[src/rtl/uart_cfg.sv]
// uart_cfg: configurable UART with a small TX FIFO, runtime-selectable bit
// period (clk_div), one or two TX stop bits and optional parity.
// Build option: define UART_CFG_PARITY_EN to compile in parity generation and
// checking; without it the parity ports are accepted but ignored and
// rx_parity_err is held at 0.
module uart_cfg #(
  parameter int DATA_BITS = 8,
  parameter int DIV_W     = 16,
  parameter int TXF_DEPTH = 4
) (
  input  logic                 clk,
  input  logic                 rst_n,
  input  logic [DIV_W-1:0]     clk_div,
  input  logic                 two_stop,
  input  logic                 parity_en,
  input  logic                 parity_odd,
  input  logic [DATA_BITS-1:0] tx_data,
  input  logic                 tx_valid,
  output logic                 tx_ready,
  output logic                 tx,
  output logic                 tx_busy,
  input  logic                 rx,
  output logic [DATA_BITS-1:0] rx_data,
  output logic                 rx_valid,
  output logic                 rx_frame_err,
  output logic                 rx_parity_err
);

  localparam int AW = $clog2(TXF_DEPTH);
  localparam logic [DIV_W-1:0] DIV_MIN  = DIV_W'(4);
  localparam logic [DIV_W-1:0] DIV_ONE  = DIV_W'(1);
  localparam logic [2:0]       LAST_BIT = 3'(DATA_BITS - 1);

  // ------------------------------------------------------------------
  // Mode inputs as seen by the framers (parity forced off when not built)
  // ------------------------------------------------------------------
  logic             par_en_cfg;
  logic             par_odd_cfg;
  logic             rx_perr_reg;
  logic [DIV_W-1:0] div_eff;

`ifdef UART_CFG_PARITY_EN
  assign par_en_cfg    = parity_en;
  assign par_odd_cfg   = parity_odd;
  assign rx_parity_err = rx_perr_reg;
`else
  assign par_en_cfg    = 1'b0;
  assign par_odd_cfg   = 1'b0;
  assign rx_parity_err = 1'b0;
  logic unused_parity;
  assign unused_parity = ^{parity_en, parity_odd, rx_perr_reg};
`endif

  // Bit periods shorter than 4 clocks leave no room for mid-bit sampling.
  assign div_eff = (clk_div < DIV_MIN) ? DIV_MIN : clk_div;

  // ------------------------------------------------------------------
  // TX FIFO (pointers carry one extra wrap bit to tell full from empty)
  // ------------------------------------------------------------------
  logic [DATA_BITS-1:0] fifo_mem [TXF_DEPTH];
  logic [AW:0]          wr_ptr_reg;
  logic [AW:0]          rd_ptr_reg;
  logic                 fifo_empty;
  logic                 fifo_full;
  logic                 fifo_push;
  logic                 tx_pop;
  logic [DATA_BITS-1:0] fifo_head;

  assign fifo_empty = (wr_ptr_reg == rd_ptr_reg);
  assign fifo_full  = (wr_ptr_reg[AW] != rd_ptr_reg[AW]) &&
                      (wr_ptr_reg[AW-1:0] == rd_ptr_reg[AW-1:0]);
  assign fifo_push  = tx_valid && !fifo_full;
  assign fifo_head  = fifo_mem[rd_ptr_reg[AW-1:0]];
  assign tx_ready   = !fifo_full;

  // FIFO pointer update; push and pop in the same cycle both apply.
  always_ff @(posedge clk) begin
    if (!rst_n) begin
      wr_ptr_reg <= '0;
      rd_ptr_reg <= '0;
    end else begin
      if (fifo_push) wr_ptr_reg <= wr_ptr_reg + 1'b1;
      if (tx_pop)    rd_ptr_reg <= rd_ptr_reg + 1'b1;
    end
  end

  // FIFO storage write; contents need no reset since pointers define validity.
  always_ff @(posedge clk) begin
    if (rst_n && fifo_push) fifo_mem[wr_ptr_reg[AW-1:0]] <= tx_data;
  end

  // ------------------------------------------------------------------
  // TX framer
  // ------------------------------------------------------------------
  typedef enum logic [2:0] {
    TX_IDLE, TX_START, TX_DATA, TX_PARITY, TX_STOP
  } tx_state_t;

  tx_state_t            tx_state_reg, tx_state_next;
  logic [DIV_W-1:0]     tx_cnt_reg, tx_cnt_next;
  logic [DIV_W-1:0]     tx_div_reg, tx_div_next;
  logic [2:0]           tx_bit_reg, tx_bit_next;
  logic [DATA_BITS-1:0] tx_shift_reg, tx_shift_next;
  logic                 tx_two_reg, tx_two_next;
  logic                 tx_par_en_reg, tx_par_en_next;
  logic                 tx_par_bit_reg, tx_par_bit_next;
  logic                 tx_stop2_reg, tx_stop2_next;
  logic                 tx_out_reg;
  logic                 tx_frame_reg;
  logic                 tx_line;
  logic                 tx_bit_end;

  assign tx_bit_end = (tx_cnt_reg == tx_div_reg - DIV_ONE);

  // TX next-state logic; config is captured at pop and held for the frame.
  always_comb begin
    tx_state_next   = tx_state_reg;
    tx_cnt_next     = tx_bit_end ? '0 : tx_cnt_reg + DIV_ONE;
    tx_div_next     = tx_div_reg;
    tx_bit_next     = tx_bit_reg;
    tx_shift_next   = tx_shift_reg;
    tx_two_next     = tx_two_reg;
    tx_par_en_next  = tx_par_en_reg;
    tx_par_bit_next = tx_par_bit_reg;
    tx_stop2_next   = tx_stop2_reg;
    tx_pop          = 1'b0;
    tx_line         = 1'b1;
    case (tx_state_reg)
      TX_IDLE: begin
        tx_cnt_next = '0;
        if (!fifo_empty) begin
          tx_pop          = 1'b1;
          tx_state_next   = TX_START;
          tx_div_next     = div_eff;
          tx_two_next     = two_stop;
          tx_par_en_next  = par_en_cfg;
          tx_par_bit_next = (^fifo_head) ^ par_odd_cfg;
          tx_shift_next   = fifo_head;
        end
      end
      TX_START: begin
        tx_line = 1'b0;
        if (tx_bit_end) begin
          tx_state_next = TX_DATA;
          tx_bit_next   = '0;
        end
      end
      TX_DATA: begin
        tx_line = tx_shift_reg[0];
        if (tx_bit_end) begin
          tx_shift_next = tx_shift_reg >> 1;
          tx_stop2_next = 1'b0;
          if (tx_bit_reg == LAST_BIT) begin
            tx_state_next = tx_par_en_reg ? TX_PARITY : TX_STOP;
          end else begin
            tx_bit_next = tx_bit_reg + 3'd1;
          end
        end
      end
      TX_PARITY: begin
        tx_line = tx_par_bit_reg;
        if (tx_bit_end) tx_state_next = TX_STOP;
      end
      TX_STOP: begin
        tx_line = 1'b1;
        if (tx_bit_end) begin
          if (tx_two_reg && !tx_stop2_reg) tx_stop2_next = 1'b1;
          else                             tx_state_next = TX_IDLE;
        end
      end
      default: tx_state_next = TX_IDLE;
    endcase
  end

  // TX state register; the line is re-timed one cycle behind the state.
  always_ff @(posedge clk) begin
    if (!rst_n) begin
      tx_state_reg   <= TX_IDLE;
      tx_cnt_reg     <= '0;
      tx_div_reg     <= '0;
      tx_bit_reg     <= '0;
      tx_shift_reg   <= '0;
      tx_two_reg     <= 1'b0;
      tx_par_en_reg  <= 1'b0;
      tx_par_bit_reg <= 1'b0;
      tx_stop2_reg   <= 1'b0;
      tx_out_reg     <= 1'b1;
      tx_frame_reg   <= 1'b0;
    end else begin
      tx_state_reg   <= tx_state_next;
      tx_cnt_reg     <= tx_cnt_next;
      tx_div_reg     <= tx_div_next;
      tx_bit_reg     <= tx_bit_next;
      tx_shift_reg   <= tx_shift_next;
      tx_two_reg     <= tx_two_next;
      tx_par_en_reg  <= tx_par_en_next;
      tx_par_bit_reg <= tx_par_bit_next;
      tx_stop2_reg   <= tx_stop2_next;
      tx_out_reg     <= tx_line;
      tx_frame_reg   <= (tx_state_reg != TX_IDLE);
    end
  end

  assign tx = tx_out_reg;
  // tx_frame_reg covers the final re-timed stop-bit cycle after the FSM idles.
  assign tx_busy = (tx_state_reg != TX_IDLE) || !fifo_empty || tx_frame_reg;

  // ------------------------------------------------------------------
  // RX synchroniser and deframer
  // ------------------------------------------------------------------
  logic rx_meta_reg;
  logic rx_sync_reg;

  // Two-flop synchroniser for the asynchronous rx pin; idles high.
  always_ff @(posedge clk) begin
    if (!rst_n) begin
      rx_meta_reg <= 1'b1;
      rx_sync_reg <= 1'b1;
    end else begin
      rx_meta_reg <= rx;
      rx_sync_reg <= rx_meta_reg;
    end
  end

  typedef enum logic [2:0] {
    RX_IDLE, RX_START, RX_DATA, RX_PARITY, RX_STOP, RX_BREAK
  } rx_state_t;

  rx_state_t            rx_state_reg, rx_state_next;
  logic [DIV_W-1:0]     rx_cnt_reg, rx_cnt_next;
  logic [DIV_W-1:0]     rx_div_reg, rx_div_next;
  logic [2:0]           rx_bit_reg, rx_bit_next;
  logic [DATA_BITS-1:0] rx_shift_reg, rx_shift_next;
  logic                 rx_par_en_reg, rx_par_en_next;
  logic                 rx_par_odd_reg, rx_par_odd_next;
  logic                 rx_pacc_reg, rx_pacc_next;
  logic [DATA_BITS-1:0] rx_data_reg, rx_data_next;
  logic                 rx_valid_next;
  logic                 rx_valid_reg;
  logic                 rx_ferr_reg, rx_ferr_next;
  logic                 rx_perr_next;
  logic                 rx_bit_end;
  logic                 rx_half_end;

  assign rx_bit_end  = (rx_cnt_reg == rx_div_reg - DIV_ONE);
  assign rx_half_end = (rx_cnt_reg == (rx_div_reg >> 1) - DIV_ONE);

  // RX next-state logic; samples land mid-bit, one period after mid-start.
  always_comb begin
    rx_state_next   = rx_state_reg;
    rx_cnt_next     = rx_bit_end ? '0 : rx_cnt_reg + DIV_ONE;
    rx_div_next     = rx_div_reg;
    rx_bit_next     = rx_bit_reg;
    rx_shift_next   = rx_shift_reg;
    rx_par_en_next  = rx_par_en_reg;
    rx_par_odd_next = rx_par_odd_reg;
    rx_pacc_next    = rx_pacc_reg;
    rx_data_next    = rx_data_reg;
    rx_valid_next   = 1'b0;
    rx_ferr_next    = rx_ferr_reg;
    rx_perr_next    = rx_perr_reg;
    case (rx_state_reg)
      RX_IDLE: begin
        rx_cnt_next = '0;
        if (!rx_sync_reg) begin
          rx_state_next   = RX_START;
          rx_div_next     = div_eff;
          rx_par_en_next  = par_en_cfg;
          rx_par_odd_next = par_odd_cfg;
          rx_pacc_next    = 1'b0;
        end
      end
      RX_START: begin
        rx_cnt_next = rx_cnt_reg + DIV_ONE;
        if (rx_half_end) begin
          rx_cnt_next   = '0;
          rx_bit_next   = '0;
          // A start bit that has gone high again by mid-bit was a glitch.
          rx_state_next = rx_sync_reg ? RX_IDLE : RX_DATA;
        end
      end
      RX_DATA: begin
        if (rx_bit_end) begin
          rx_shift_next = {rx_sync_reg, rx_shift_reg[DATA_BITS-1:1]};
          if (rx_bit_reg == LAST_BIT) begin
            rx_state_next = rx_par_en_reg ? RX_PARITY : RX_STOP;
          end else begin
            rx_bit_next = rx_bit_reg + 3'd1;
          end
        end
      end
      RX_PARITY: begin
        if (rx_bit_end) begin
          rx_pacc_next  = rx_sync_reg ^ (^rx_shift_reg) ^ rx_par_odd_reg;
          rx_state_next = RX_STOP;
        end
      end
      RX_STOP: begin
        if (rx_bit_end) begin
          rx_data_next  = rx_shift_reg;
          rx_valid_next = 1'b1;
          rx_ferr_next  = !rx_sync_reg;
          rx_perr_next  = rx_pacc_reg;
          rx_state_next = rx_sync_reg ? RX_IDLE : RX_BREAK;
        end
      end
      RX_BREAK: begin
        rx_cnt_next = '0;
        if (rx_sync_reg) rx_state_next = RX_IDLE;
      end
      default: rx_state_next = RX_IDLE;
    endcase
  end

  // RX state and result registers.
  always_ff @(posedge clk) begin
    if (!rst_n) begin
      rx_state_reg   <= RX_IDLE;
      rx_cnt_reg     <= '0;
      rx_div_reg     <= '0;
      rx_bit_reg     <= '0;
      rx_shift_reg   <= '0;
      rx_par_en_reg  <= 1'b0;
      rx_par_odd_reg <= 1'b0;
      rx_pacc_reg    <= 1'b0;
      rx_data_reg    <= '0;
      rx_valid_reg   <= 1'b0;
      rx_ferr_reg    <= 1'b0;
      rx_perr_reg    <= 1'b0;
    end else begin
      rx_state_reg   <= rx_state_next;
      rx_cnt_reg     <= rx_cnt_next;
      rx_div_reg     <= rx_div_next;
      rx_bit_reg     <= rx_bit_next;
      rx_shift_reg   <= rx_shift_next;
      rx_par_en_reg  <= rx_par_en_next;
      rx_par_odd_reg <= rx_par_odd_next;
      rx_pacc_reg    <= rx_pacc_next;
      rx_data_reg    <= rx_data_next;
      rx_valid_reg   <= rx_valid_next;
      rx_ferr_reg    <= rx_ferr_next;
      rx_perr_reg    <= rx_perr_next;
    end
  end

  assign rx_data      = rx_data_reg;
  assign rx_valid     = rx_valid_reg;
  assign rx_frame_err = rx_ferr_reg;

endmodule

[config.mk]
export PLATFORM = sky130hd
export DESIGN_NAME = uart_cfg
export DESIGN_NICKNAME = d
export VERILOG_FILES = /design/src/rtl/uart_cfg.sv
export SDC_FILE = /design/constraint.sdc
export NUM_CORES = 1
export LEC_CHECK = 0
export CAP_MARGIN = 20
export CORE_MARGIN = 1.5
export CORE_UTILIZATION = 60
export CTS_BUF_LIST = sky130_fd_sc_hd__clkbuf_16
export CTS_CLUSTER_SIZE = 25
export DETAILED_ROUTE_END_ITERATION = 12
export PLACE_DENSITY = 0.8
export SLEW_MARGIN = 20
export SYNTH_ARGS = -nofsm -noshare
export SYNTH_HDL_FRONTEND = slang
export SYNTH_SLANG_ARGS = --single-unit
[constraint.sdc]
create_clock -name clk -period 3.42 [get_ports clk]
set_input_delay 1.026 -clock clk [delete_from_list [all_inputs] [get_ports clk]]
set_output_delay 1.026 -clock clk [all_outputs]
set_load 0.01 [all_outputs]
==> results of run 1 <==
[cell families (layout without fill, tap and decap cells)]
| family | after synthesis | count (layout) | synth area share (%) |
|---|---|---|---|
| AND/OR/NAND/NOR | 355 | 355 | 22.9 |
| flip-flops | 149 | 149 | 42.4 |
| AO/OA/AOI/OAI | 135 | 135 | 11.9 |
| XOR/XNOR | 91 | 91 | 10.4 |
| buffers and inverters | 76 | 109 | 3.96 |
| multiplexers | 38 | 38 | 6.18 |
| adder cells (fa/ha/maj) | 14 | 14 | 2.25 |
| other | 1 | 1 | 0.0481 |
[critical path, stage by stage (launching register included)]
cell and delay [ns]:
dfxtp_1 0.41, xor2_1 0.12, or3_1 0.43, or3_1 0.37, clkdlybuf4s50_1 0.48
[timing repair]
item,4_1_cts,5_1_grt
buffers inserted,0,2
gates resized for setup,0,3
hold buffers,0,0
endpoints found under the setup margin,0,38
endpoints found under the hold margin,0,0
[metal layers]
layer | wire, um | part of all wire, % | global-route usage (%)
met1 | 7210 | 43 | 33.1
met2 | 8330 | 49 | 44.2
met3 | 996 | 5.9 | 5.15
met4 | 401 | 2.4 | 10.7
met5 | 0 | 0 | 0
[power breakdown]
group          internal [mW]  leakage, nW  switching, mW
Clock                   1.27        0.318          0.700
Combinational          0.725         1.88          0.877
Sequential              1.97         1.24          0.209
Total                   3.97         3.44           1.79
[worst max-delay path by stage]
| stage | start | end | slack [ns] |
|---|---|---|---|
| detailed placement | rx_div_reg[1]$_SDFFE_PN0P_ | rx_shift_reg[5]$_SDFFE_PN0P_ | 0.10 |
| global route | tx_div_reg[1]$_SDFFE_PN0P_ | tx_bit_reg[1]$_SDFFE_PN0P_ | 0.007 |
| global placement | rx_div_reg[1]$_SDFFE_PN0P_ | rx_shift_reg[6]$_SDFFE_PN0P_ | 0.23 |
| floorplan | rx_div_reg[1]$_SDFFE_PN0P_ | rx_cnt_reg[9]$_SDFF_PN0_ | 0.51 |
| finish | wr_ptr_reg[1]$_SDFFE_PN0P_ | tx_busy | 0.14 |
| CTS | rx_div_reg[1]$_SDFFE_PN0P_ | rx_shift_reg[5]$_SDFFE_PN0P_ | 0.08 |
[metrics by stage]
step,std cells,hold slack (ns)
2_1_floorplan,859,0.386
3_5_place_dp,1030,0.394
5_1_grt,1064,0.418
4_1_cts,1062,0.408
3_3_place_gp,1030,0.391
6_report,1064,0.407
[final cells by class]
| cell class | count | area (um2) | share of cell area (%) |
|---|---|---|---|
| inverter | 20 | 75.1 | 0.838 |
| sequential | 149 | 3300 | 36.9 |
| multi-input combinational | 634 | 4210 | 47.0 |
| clock inverter | 15 | 200 | 2.24 |
| tap | 172 | 215 | 2.40 |
| timing repair buffer | 57 | 531 | 5.92 |
| clock buffer | 17 | 425 | 4.75 |
[cells in the final DEF (no fill, tap or decap), drive strengths merged, types with 6 or more instances in the layout]
cell type	instances
and3	18
nand2	100
a21oi	43
nand3	37
o21ai	19
a211oi	6
nand4	9
mux2i	29
nor4	11
nand2b	9
ha	14
edfxtp	32
nor3b	6
or3	11
nor2	98
a31oi	11
o311a	7
xnor2	41
mux4	8
clkdlybuf4s50	41
or4	7
dfxtp	117
nor3	15
inv	26
xor2	49
clkbuf	17
buf	16
==> impl_summary.md, run 1 <==
Worst hold path
The worst min-delay path class is flip-flop to flip-flop. The worst hold path terminates at rx_sync_reg$_SDFF_PN1_. The worst hold path depth is 1. The critical hold path startpoint is rx_meta_reg$_SDFF_PN1_.

Route
The routed wire length is 16900 um. The via count is 6362. The number of optimization iterations in the first detailed-route pass is 5. The first routing iteration left 389 violations.

Dividing the detail-routed wire length by the instance count gives 15.9 um. The detail route stage leaves a number of antenna-violating nets equal to 0. After detailed routing, the number of remaining DRC violations is 0.

After detailed routing, the number of vias per cell comes to 5.98.

Global routing
For this run the aggregate overflow at the end of global routing stands at 0. The initial antenna violation count is 0. Entering global routing, the biggest net connects 36 pins. The via count of the first global-routing pass is 5993.

The first global-routing pass estimated 28200 um of wire. Global routing used 26.2% of the available tracks across all layers.

STA
The portion of the clock cycle consumed by the worst path in the final layout is 95.9%. Setup violations remaining at the end of the flow were counted as 0. Setup repair after global routing left no endpoint under its margin.

The setup TNS is 0 ns. The post-layout minimum cycle time is 3.28 ns. Measured against its own limit, the worst slew margin works out to 49.4%. Across all setup checks in the final design, the least slack found is 0.141 ns.

The number of pins exceeding their max-slew limit in the final report is 0. The hold violation count in the final report was 0. The slew at the pin with the worst max-slew slack is 0.755 ns. Static timing analysis puts the maximum clock frequency at 305 MHz. On the final layout, the worst clock skew is 0.00643 ns.

Floorplanning
The floorplan step defined a die boundary enclosing 0.0137 mm2. The placeable core area is 0.0127 mm2. The die is 117 um wide. The floorplan has 41 rows.

In this run the vertical extent of the chip is 117 um. The effective utilization at floorplan is 61.5%. The number of primary I/O pins is 45.

Setup path
For the worst setup path, the data arrival time is 2.25 ns. The critical register-to-register path endpoint is tx_bit_reg[1]$_SDFFE_PN0P_. The highest net fanout along the worst path is 4.

The cell depth of the worst flop-to-flop path is 10. At the worst endpoint, the required time is 2.39 ns. The startpoint identified for the worst register-to-register timing path is tx_div_reg[1]$_SDFFE_PN0P_. In this run the register-to-register setup slack is 0.20 ns.

The kind of start point of the critical path is a flip-flop. The critical path is of the flip-flop to output pin type. The endpoint kind of the worst setup timing path is an output pin.

Cells and area
Once layout is complete, the utilization of the core stands at 70.7%. The final layout contains 924 nets. The number of flip-flops under the largest register name is 32. The number of antenna diodes in the final layout is 0. The post-synthesis to final-layout area growth is 14.9%. The filler cells instantiated in the layout total 966. The summed area of non-filler cells in the final layout is 0.00895 mm2. The fraction of final layout cells sized beyond drive strength 1 is 7.96%.

Synthesis
In the post-synthesis netlist, the cell with the most instances is dfxtp_1. The post-synthesis area per instance is 9.07 um2. The commonest cells after synthesis are dfxtp_1 (117), nand2_1 (100), nor2_1 (98), xor2_1 (49), a21oi_1 (43). The count of flip-flops with a built-in enable after synthesis is 32.

After technology mapping, the gate count stands at 859. The number of flip-flops and latches in the synthesized netlist is 149. The post-synthesis sequential area ratio is 42.4%.

The net count after synthesis is 904. The cell taking the most area after synthesis is dfxtp_1. The cell area after synthesis is 0.00779 mm2. By area the synthesized netlist is led by dfxtp_1 (30%), edfxtp_1 (12%), xor2_1 (5.5%). The share of async-settable or async-resettable flops after synthesis is 0%. The top cell type's share of synthesized area is 30.0%. Yosys printed 0 warnings. For this run, the leading register cell type out of synthesis is dfxtp_1. The post-synthesis cell type count is 76.

Pwr
The completed layout was analyzed and its total power is 5.76 mW. IR analysis of the VDD net gives a maximum drop of 0.417 mV. For this design the ratio of total power to cell area is 643 mW/mm2. Summed over all cells, the static leakage comes to 3.44 nW.

Placed design
The wire-length estimate of the detail-placed layout is 11900 um. At the placement stage, the worst setup path has a slack of 0.104 ns. The routability congestion estimate from global placement is 0.928.

The instance area at placement is 0.00830 mm2. The number of port buffers is 41.

Clocking
The clock latency on the worst-skew pair is 0.43 ns. The clock passes through at most 2 buffers. The number of buffers created by CTS is 17. The CTS sink count is 149. TritonCTS built the clock tree. In this run the number of H-tree levels came out at 4. The clock transition time at the flip-flop clock pins of the worst setup and hold paths is 0.06 ns. The root cell of the clock tree is clkbuf_16.

Flow run
The tool flagged a number of max-cap violations equal to 0.

Run status
The flow ran to the end, and the final reports show no timing, DRC or antenna violations.
Power figures use the tool's default switching activity.
==> run 2, diff against run 1 <==
--- a/config.mk
+++ b/config.mk
@@ -7,11 +7,11 @@
 export LEC_CHECK = 0
 export CAP_MARGIN = 20
 export CORE_MARGIN = 1.5
-export CORE_UTILIZATION = 60
+export CORE_UTILIZATION = 54
 export CTS_BUF_LIST = sky130_fd_sc_hd__clkbuf_16
 export CTS_CLUSTER_SIZE = 25
 export DETAILED_ROUTE_END_ITERATION = 12
-export PLACE_DENSITY = 0.8
+export PLACE_DENSITY = 0.76
 export SLEW_MARGIN = 20
 export SYNTH_ARGS = -nofsm -noshare
 export SYNTH_HDL_FRONTEND = slang
==> constraint.sdc (replaced) <==
create_clock -name clk -period 2.7 [get_ports clk]
set_input_delay 0.81 -clock clk [delete_from_list [all_inputs] [get_ports clk]]
set_output_delay 0.81 -clock clk [all_outputs]
set_load 0.01 [all_outputs]
==> run 2 against run 1 <==
Compared with the run above: the flow now finishes with violations (setup timing); clock-buffer cell count is the same; critical path type is now flip-flop to flip-flop; register-to-register slack lost 0.26 ns; global-route usage shrank 2.0 points; highest routed layer is now met5; first-iteration DRC count grew 20%.
==> impl_summary.md, run 2 (synthesized netlist as in run 1, its figures left out) <==
Clocking
The number of buffers created by CTS came to 17 (unchanged). The clock tree from TritonCTS is built (unchanged). The total of hold buffers inserted after clock tree synthesis is 0 (unchanged). The root cell of the clock tree is clkbuf_16 (unchanged).

The clock transition time at the flip-flop clock pins of the worst setup and hold paths is 0.06 ns (about the same). The maximum root-to-sink buffer count is 2 (unchanged). The number of H-tree levels is 4 (unchanged). The CTS sink count is 149 (unchanged). The clock latency on the worst-skew pair came to 0.43 ns (about the same).

STA
The slew at the pin with the worst max-slew slack is 0.753 ns (was 0.755 ns). Unrepaired setup endpoints after global routing: yes (was no). The setup slack after layout came to -0.0590 ns (was 0.141 ns). The clock tree skew after final layout is 0.00879 ns (was 0.00643 ns). The number of pins exceeding their max-slew limit in the final report came to 0 (unchanged).

Subtracting the final worst setup slack from the clock period gives 2.76 ns. The hold violation count in the final report was 0 (unchanged). The maximum clock rate is 362 MHz. The count of final setup violators is 29 (was 0). The relative slew slack is 49.6% (was 49.4%). The final critical path takes up 102% of the cycle.

Worst hold path
The critical hold path startpoint is rx_meta_reg$_SDFF_PN1_ (unchanged). The endpoint of the worst hold-timing path is rx_sync_reg$_SDFF_PN1_ (unchanged). The worst hold path depth is 1 (unchanged).

The worst min-delay path class is flip-flop to flip-flop (unchanged).

Setup path
The data arrival time of the critical path is 3.06 ns (was 2.25 ns). The critical path start-end classification is flip-flop to flip-flop (was flip-flop to output pin). The worst path required time is 3.00 ns (was 2.39 ns). The highest net fanout along the worst path is 5 (was 4). The minimum setup slack among reg-to-reg paths came to -0.06 ns (was 0.20 ns). The kind of start point of the critical path is a flip-flop (unchanged). The critical register-to-register path startpoint is rx_div_reg[1]$_SDFFE_PN0P_ (was tx_div_reg[1]$_SDFFE_PN0P_). The cell depth of the worst flop-to-flop path came to 13 (was 10).

The endpoint kind of the worst setup timing path is a flip-flop (was output pin). The critical register-to-register path endpoint was rx_bit_reg[1]$_SDFFE_PN0P_ (was tx_bit_reg[1]$_SDFFE_PN0P_).

Placed design
The number of port buffers is 41 (unchanged). The instance area at placement is 0.00885 mm2 (was 0.00830 mm2). The routability congestion estimate from global placement came to 0.939 (was 0.928). The final HPWL from detailed placement came to 12100 um (was 11900 um). The pre-CTS setup slack is -0.202 ns (was 0.104 ns).

Cells and area
The post-synthesis to final-layout area growth came to 25.7% (was 14.9%). The count of fill cells added during filler insertion is 1046 (was 966). The fraction of final layout cells sized beyond drive strength 1 is 20.5% (was 7.96%).

Commonest non-fill, non-tap cells in the layout: dfxtp_1 (108), nand2_1 (99), nor2_1 (97), buf_4 (78), xor2_1 (49) (was dfxtp_1 (117), nand2_1 (99), nor2_1 (98), xor2_1 (49), a21oi_1 (43)). The number of inserted diodes is 0 (unchanged). The commonest non-fill, non-tap cell in the layout is dfxtp_1 (unchanged). The number of flip-flops under the largest register name is 32 (unchanged). The summed area of non-filler cells in the final layout is 0.00980 mm2 (was 0.00895 mm2). The post-layout net count is 996 (was 924).

Run status
Result of the run: finished with violations (was complete, no violations). The final reports fail on setup timing.

Route
The routed wire length came to 17900 um (was 16900 um). The via count is 6550 (was 6362). The DRC violations left is 0 (unchanged).

The detail-routed net length per standard cell was 15.6 um (was 15.9 um). The via density per instance is 5.73 (was 5.98). The number of optimization iterations in the first detailed-route pass is 5 (unchanged).

The antenna violation net count after detailed routing is 0 (unchanged). The iteration-0 DRC count of the detailed router came to 468 (was 389).

Global routing
The via count of the first global-routing pass is 6078 (was 5993). The sum of overflow across all layers after global routing was 0 (unchanged). The initial antenna violation count came to 1 (was 0). The pin count of the biggest net entering global routing is 43 (was 36).

The global routing usage summed across all routing layers is 24.2% (was 26.2%). The wire length of the first global-routing pass is 28700 um (was 28200 um).

Pwr
The maximum vdd drop is 0.621 mV (was 0.417 mV). The leakage power summed over all cells is 3.89 nW (was 3.44 nW). The cell area power density was 787 mW/mm2 (was 643 mW/mm2).

Floorplanning
The placeable core area is 0.0140 mm2 (was 0.0127 mm2). The number of standard-cell rows in the floorplan was 43 (was 41). The chip width is 123 um (was 117 um). The number of primary I/O pins was 45 (unchanged).

The die footprint came to 0.0152 mm2 (was 0.0137 mm2). The effective utilization at floorplan was 55.7% (was 61.5%). The height of the chip is 123 um (was 117 um).

Flow run
The number of violations of the max-capacitance limit came to 0 (unchanged).
==> run 2: cell types whose count changed in the layout (fill, tap and decap cells not counted), moves of 4 or more <==
| cell | delta |
|---|---|
| buf_4 | +62 |
| dfxtp_1 | -9 |
| dfxtp_2 | +9 |
| o21ai_0 | -9 |
| buf_6 | +7 |
| inv_1 | -7 |
| inv_6 | +7 |
| o21ai_2 | +7 |
| bufinv_16 | -4 |
| inv_8 | +4 |
==> run 2: final cells by class <==
| cell class | instances | area (um2) | share of cell area, % |
|---|---|---|---|
| tap | 180 | 225 | 2.30 |
| inverter | 20 | 75.1 | 0.766 |
| multi-input combinational | 634 | 4490 | 45.8 |
| sequential | 149 | 3310 | 33.8 |
| clock buffer | 17 | 425 | 4.34 |
| timing repair buffer | 129 | 1110 | 11.4 |
| clock inverter | 15 | 155 | 1.58 |
==> run 2: what timing repair did <==
item | in CTS | in global routing
setup buffers | 3 | 2
gates cloned | 0 | 3
gates resized for setup | 30 | 51
pin swaps | 11 | 26
setup endpoints to repair | 45 | 69
==> run 2: per-layer routing <==
metal  vias to the layer above  track usage (%)  routed length, um  share of wire (%)
li1                       3239                -                  -                  -
met1                      3135             30.5               7970                 45
met2                       141             39.9               8660                 49
met3                        33             6.41                851                4.8
met4                         2             8.76                359                2.0
met5                         -                0                 13              0.073
==> run 2: power by group <==
| part | switching, mW | leakage, nW | internal, mW |
|---|---|---|---|
| sequential | 0.204 | 1.24 | 2.50 |
| combinational | 1.39 | 2.36 | 1.28 |
| clock | 1.03 | 0.285 | 1.31 |
==> run 2: metrics by stage <==
step / total power, mW / setup TNS, ns / hold WS [ns] / cells / util [%]
2_1_floorplan: 4.32 / -0.651 / 0.386 / 859 / -
5_1_grt: 8.08 / -7.05 / 0.421 / 1144 / 70.1
3_3_place_gp: 5.00 / -2.60 / 0.392 / 1104 / 63.3
4_1_cts: 7.52 / -0.00531 / 0.411 / 1139 / 68.5
3_5_place_dp: 5.07 / -4.27 / 0.397 / 1104 / 63.3
6_report: 7.71 / -0.866 / 0.407 / 1144 / 70.1
==> run 2: worst max path at each step <==
stage / cells after the start / startpoint / end / slack [ns]
after detailed placement: 10 / rx_div_reg[1]$_SDFFE_PN0P_ / rx_bit_reg[1]$_SDFFE_PN0P_ / -0.20
after global placement: 10 / rx_div_reg[1]$_SDFFE_PN0P_ / rx_bit_reg[0]$_SDFFE_PN0P_ / -0.14
final: 13 / rx_div_reg[1]$_SDFFE_PN0P_ / rx_bit_reg[1]$_SDFFE_PN0P_ / -0.06
after global routing: 14 / rx_div_reg[1]$_SDFFE_PN0P_ / rx_data[1]$_SDFFE_PN0P_ / -0.21
after CTS: 14 / rx_div_reg[1]$_SDFFE_PN0P_ / rx_valid$_SDFF_PN0_ / -0.005
after floorplan: 12 / rx_div_reg[1]$_SDFFE_PN0P_ / rx_cnt_reg[0]$_SDFF_PN0_ / -0.06
==> run 2: critical path, stage by stage (launching register included) <==
cell and delay, ns:
dfxtp_2 0.33, inv_2 0.05, buf_6 0.11, ha_4 0.15, nor3b_4 0.16, buf_4 0.14, a221o_1 0.33, o311ai_1 0.10
o211ai_1 0.23, a2111oi_4 0.38, buf_4 0.22, and4b_1 0.21, a21oi_2 0.07, mux2i_1 0.15
==> run 3, diff against run 2 <==
--- a/config.mk
+++ b/config.mk
@@ -6,9 +6,11 @@
 export NUM_CORES = 1
 export LEC_CHECK = 0
 export CAP_MARGIN = 20
+export CORE_ASPECT_RATIO = 2
 export CORE_MARGIN = 1.5
 export CORE_UTILIZATION = 54
 export CTS_BUF_LIST = sky130_fd_sc_hd__clkbuf_16
+export CTS_CLUSTER_DIAMETER = 30
 export CTS_CLUSTER_SIZE = 25
 export DETAILED_ROUTE_END_ITERATION = 12
 export PLACE_DENSITY = 0.76
==> run 3 against run 2 <==
Compared with the run above: largest cell class unchanged; global-route usage increased by 0.13 points; the flow still finishes with violations (setup timing); clock power increased by 4%; via count increased by 0.66%; sequential power about the same; clock skew increased by 0.0072 ns; register-to-register slack got worse by 0.06 ns; first-iteration DRC count decreased by 7.3%; routed wire length increased by 4.3%.
==> impl_summary.md, run 3 (synthesized netlist as in run 1, its figures left out) <==
Global routing
The met3 layer usage reported by global route came to 4.49% (was 6.41%). The sum of overflow across all layers after global routing is 0 (unchanged). The global-route track usage on met2 is 41.6% (was 39.9%). The met1 usage in global routing is 29.7% (was 30.5%). The via count of the first global-routing pass is 6341 (was 6078). The pin count of the biggest net entering global routing came to 41 (was 43). The most congested layer reported by global routing is met2 (unchanged). The initial antenna violation count was 0 (was 1). The global routing usage summed across all routing layers was 24.3% (was 24.2%). The wire length of the first global-routing pass is 29500 um (was 28700 um).

Pwr
The maximum vdd drop is 0.597 mV (was 0.621 mV). The share of total power consumed by net switching is 34.3% (was 34.0%). The combinational share of power is 33.7% (was 34.6%). The leakage power summed over all cells is 3.86 nW (was 3.89 nW). The cell area power density is 788 mW/mm2 (was 787 mW/mm2).

The clock power share is 31.4% (was 30.4%). The share of power burned in registers is 34.8% (was 35.1%). The net switching power is 2.67 mW (was 2.62 mW). The internal cell power was 5.10 mW (was 5.09 mW).

Floorplanning
The height of the chip is 173 um (was 123 um). The number of primary I/O pins was 45 (unchanged). The number of standard-cell rows in the floorplan is 62 (was 43).

The die footprint is 0.0152 mm2 (about the same). The placeable core area came to 0.0142 mm2 (was 0.0140 mm2). The effective utilization at floorplan is 54.9% (was 55.7%).

The chip width is 88.0 um (was 123 um).

Clocking
The CTS sink count came to 149 (unchanged). The clock tree from TritonCTS is built (unchanged). The clock latency on the worst-skew pair is 0.43 ns (about the same).

The clock transition time at the flip-flop clock pins of the worst setup and hold paths is 0.07 ns (was 0.06 ns). The number of H-tree levels came to 4 (unchanged). The root cell of the clock tree is clkbuf_16 (unchanged). The total of hold buffers inserted after clock tree synthesis is 0 (unchanged). The number of buffers created by CTS is 17 (unchanged). The maximum root-to-sink buffer count is 2 (unchanged).

Setup path
The worst path required time is 3.05 ns (was 3.00 ns). The kind of start point of the critical path is a flip-flop (unchanged). The endpoint kind of the worst setup timing path is a flip-flop (unchanged). The critical register-to-register path endpoint is rx_bit_reg[1]$_SDFFE_PN0P_ (unchanged). The cell depth of the worst flop-to-flop path is 10 (was 13). The highest net fanout along the worst path was 7 (was 5).

The data arrival time of the critical path is 3.17 ns (was 3.06 ns). The minimum setup slack among reg-to-reg paths is -0.12 ns (was -0.06 ns). The critical path start-end classification is flip-flop to flip-flop (unchanged). The critical register-to-register path startpoint is rx_div_reg[6]$_SDFFE_PN0P_ (was rx_div_reg[1]$_SDFFE_PN0P_).

STA
Unrepaired setup endpoints after global routing: yes (unchanged). The maximum clock rate is 355 MHz (was 362 MHz). The hold violation count in the final report is 0 (unchanged).

The setup TNS came to -1.63 ns (was -0.866 ns). The count of final setup violators is 29 (unchanged). The final worst hold slack is 0.419 ns (was 0.407 ns). The clock tree skew after final layout is 0.0160 ns (was 0.00879 ns). The number of pins exceeding their max-slew limit in the final report is 0 (unchanged). The setup slack after layout was -0.119 ns (was -0.0590 ns).

The slew at the pin with the worst max-slew slack is 0.668 ns (was 0.753 ns). The portion of the clock cycle consumed by the worst path in the final layout is 104% (was 102%). The post-layout minimum cycle time is 2.82 ns (was 2.76 ns). The relative slew slack is 55.3% (was 49.6%).

Cells and area
The commonest non-fill, non-tap cell in the layout is dfxtp_1 (unchanged). The combined flip-flop and latch cell area is 0.00332 mm2 (was 0.00331 mm2). The fraction of final layout cells sized beyond drive strength 1 is 21.0% (was 20.5%).

The post-layout net count is 990 (was 996). The number of inserted diodes is 0 (unchanged). The count of fill cells added during filler insertion was 1061 (was 1046). The area of the multi-input gates is 0.00450 mm2 (was 0.00449 mm2). The number of flip-flops under the largest register name was 32 (unchanged). Commonest non-fill, non-tap cells in the layout: dfxtp_1 (106), nand2_1 (98), nor2_1 (96), buf_4 (72), xor2_1 (49) (was dfxtp_1 (108), nand2_1 (99), nor2_1 (97), buf_4 (78), xor2_1 (49)).

The post-synthesis to final-layout area growth is 26.5% (was 25.7%).

Worst hold path
The critical hold path startpoint is rx_meta_reg$_SDFF_PN1_ (unchanged). The endpoint of the worst hold-timing path is rx_sync_reg$_SDFF_PN1_ (unchanged). The worst hold path depth was 1 (unchanged).

The worst min-delay path class is flip-flop to flip-flop (unchanged).

Route
The number of optimization iterations in the first detailed-route pass is 5 (unchanged). The DRC violations left is 0 (unchanged). The iteration-0 DRC count of the detailed router is 434 (was 468). The via density per instance is 5.73 (about the same). The via count came to 6593 (was 6550). The detail-routed net length per standard cell is 16.2 um (was 15.6 um). The antenna violation net count after detailed routing is 0 (unchanged). The routed wire length is 18600 um (was 17900 um).

Flow run
The number of violations of the max-capacitance limit came to 0 (unchanged).

Placed design
The number of port buffers came to 41 (unchanged). The routability congestion estimate from global placement is 0.931 (was 0.939). The final HPWL from detailed placement is 12600 um (was 12100 um).

Run status
Failing checks: setup timing (unchanged). Result of the run: finished with violations (unchanged).
## run 3: cell count changes in the layout (fill, tap and decap cells not counted), sizes merged
| cell | change |
|---|---|
| buf | -7 |
| clkbuf | +1 |
| clkinv | +6 |
| clkinvlp | -2 |
| inv | -4 |
## run 3: timing repair
item / 4_1_cts / 5_1_grt
resized for setup: 31 / 55
buffers inserted: 3 / 3
gates cloned: 0 / 3
pin swaps: 18 / 28
endpoints found under the setup margin: 46 / 71
## run 3: cell type report
class | count | share of cell area (%)
Multi-Input combinational cell | 634 | 45.7
Sequential cell | 149 | 33.7
Timing Repair Buffer | 123 | 11.1
Clock buffer | 17 | 4.32
Tap cell | 192 | 2.44
Clock inverter | 15 | 2.03
Inverter | 20 | 0.787
## run 3: stage by stage
step | instances | setup slack, ns | total power [mW] | instance area [um2] | utilization (%)
final | 1150 | -0.119 | 7.77 | 9860 | 69.4
after detailed placement | 1109 | -0.173 | 5.01 | 8830 | 62.2
after global placement | 1109 | -0.137 | 4.95 | 8830 | 62.2
after global routing | 1150 | -0.222 | 8.15 | 9860 | 69.4
after CTS | 1144 | -0.125 | 7.58 | 9600 | 67.6
after floorplan | 859 | -0.0576 | 4.32 | 7830 | -
## run 3: worst max path at each step
stage | start | endpoint | slack [ns] | depth (start not counted)
CTS | rx_div_reg[1]$_SDFFE_PN0P_ | rx_bit_reg[1]$_SDFFE_PN0P_ | -0.13 | 10
global placement | rx_div_reg[2]$_SDFFE_PN0P_ | rx_cnt_reg[0]$_SDFF_PN0_ | -0.14 | 10
floorplan | rx_div_reg[1]$_SDFFE_PN0P_ | rx_cnt_reg[0]$_SDFF_PN0_ | -0.06 | 12
finish | rx_div_reg[6]$_SDFFE_PN0P_ | rx_bit_reg[1]$_SDFFE_PN0P_ | -0.12 | 10
detailed placement | rx_div_reg[2]$_SDFFE_PN0P_ | rx_cnt_reg[1]$_SDFF_PN0_ | -0.17 | 10
global route | rx_div_reg[6]$_SDFFE_PN0P_ | rx_bit_reg[1]$_SDFFE_PN0P_ | -0.22 | 10
## run 3: power by group through the flow
stage / Sequential, mW / Clock (mW) / Combinational (mW)
4_1_cts: 2.69 / 2.48 / 2.40
5_1_grt: 2.73 / 2.57 / 2.84
3_5_place_dp: 2.74 / 0 / 2.27
2_1_floorplan: 2.67 / 0 / 1.65
3_3_place_gp: 2.73 / 0 / 2.22
6_report: 2.71 / 2.44 / 2.62
## run 3: metal layers
| layer | vias up | wire [um] |
|---|---|---|
| li1 | 3226 | - |
| met1 | 3135 | 7680 |
| met2 | 187 | 9680 |
| met3 | 45 | 786 |
| met4 | 0 | 474 |
| met5 | - | 0 |
## run 3: worst max-delay path, stage by stage, from the launching register on
cell       delay, ns
dfxtp_1         0.40
or4_1           0.57
buf_4           0.16
o311ai_0        0.35
o21ai_0         0.19
o211ai_1        0.19
a2111oi_4       0.10
buf_4           0.16
and4b_1         0.19
a21oi_2         0.23
mux2i_1         0.23
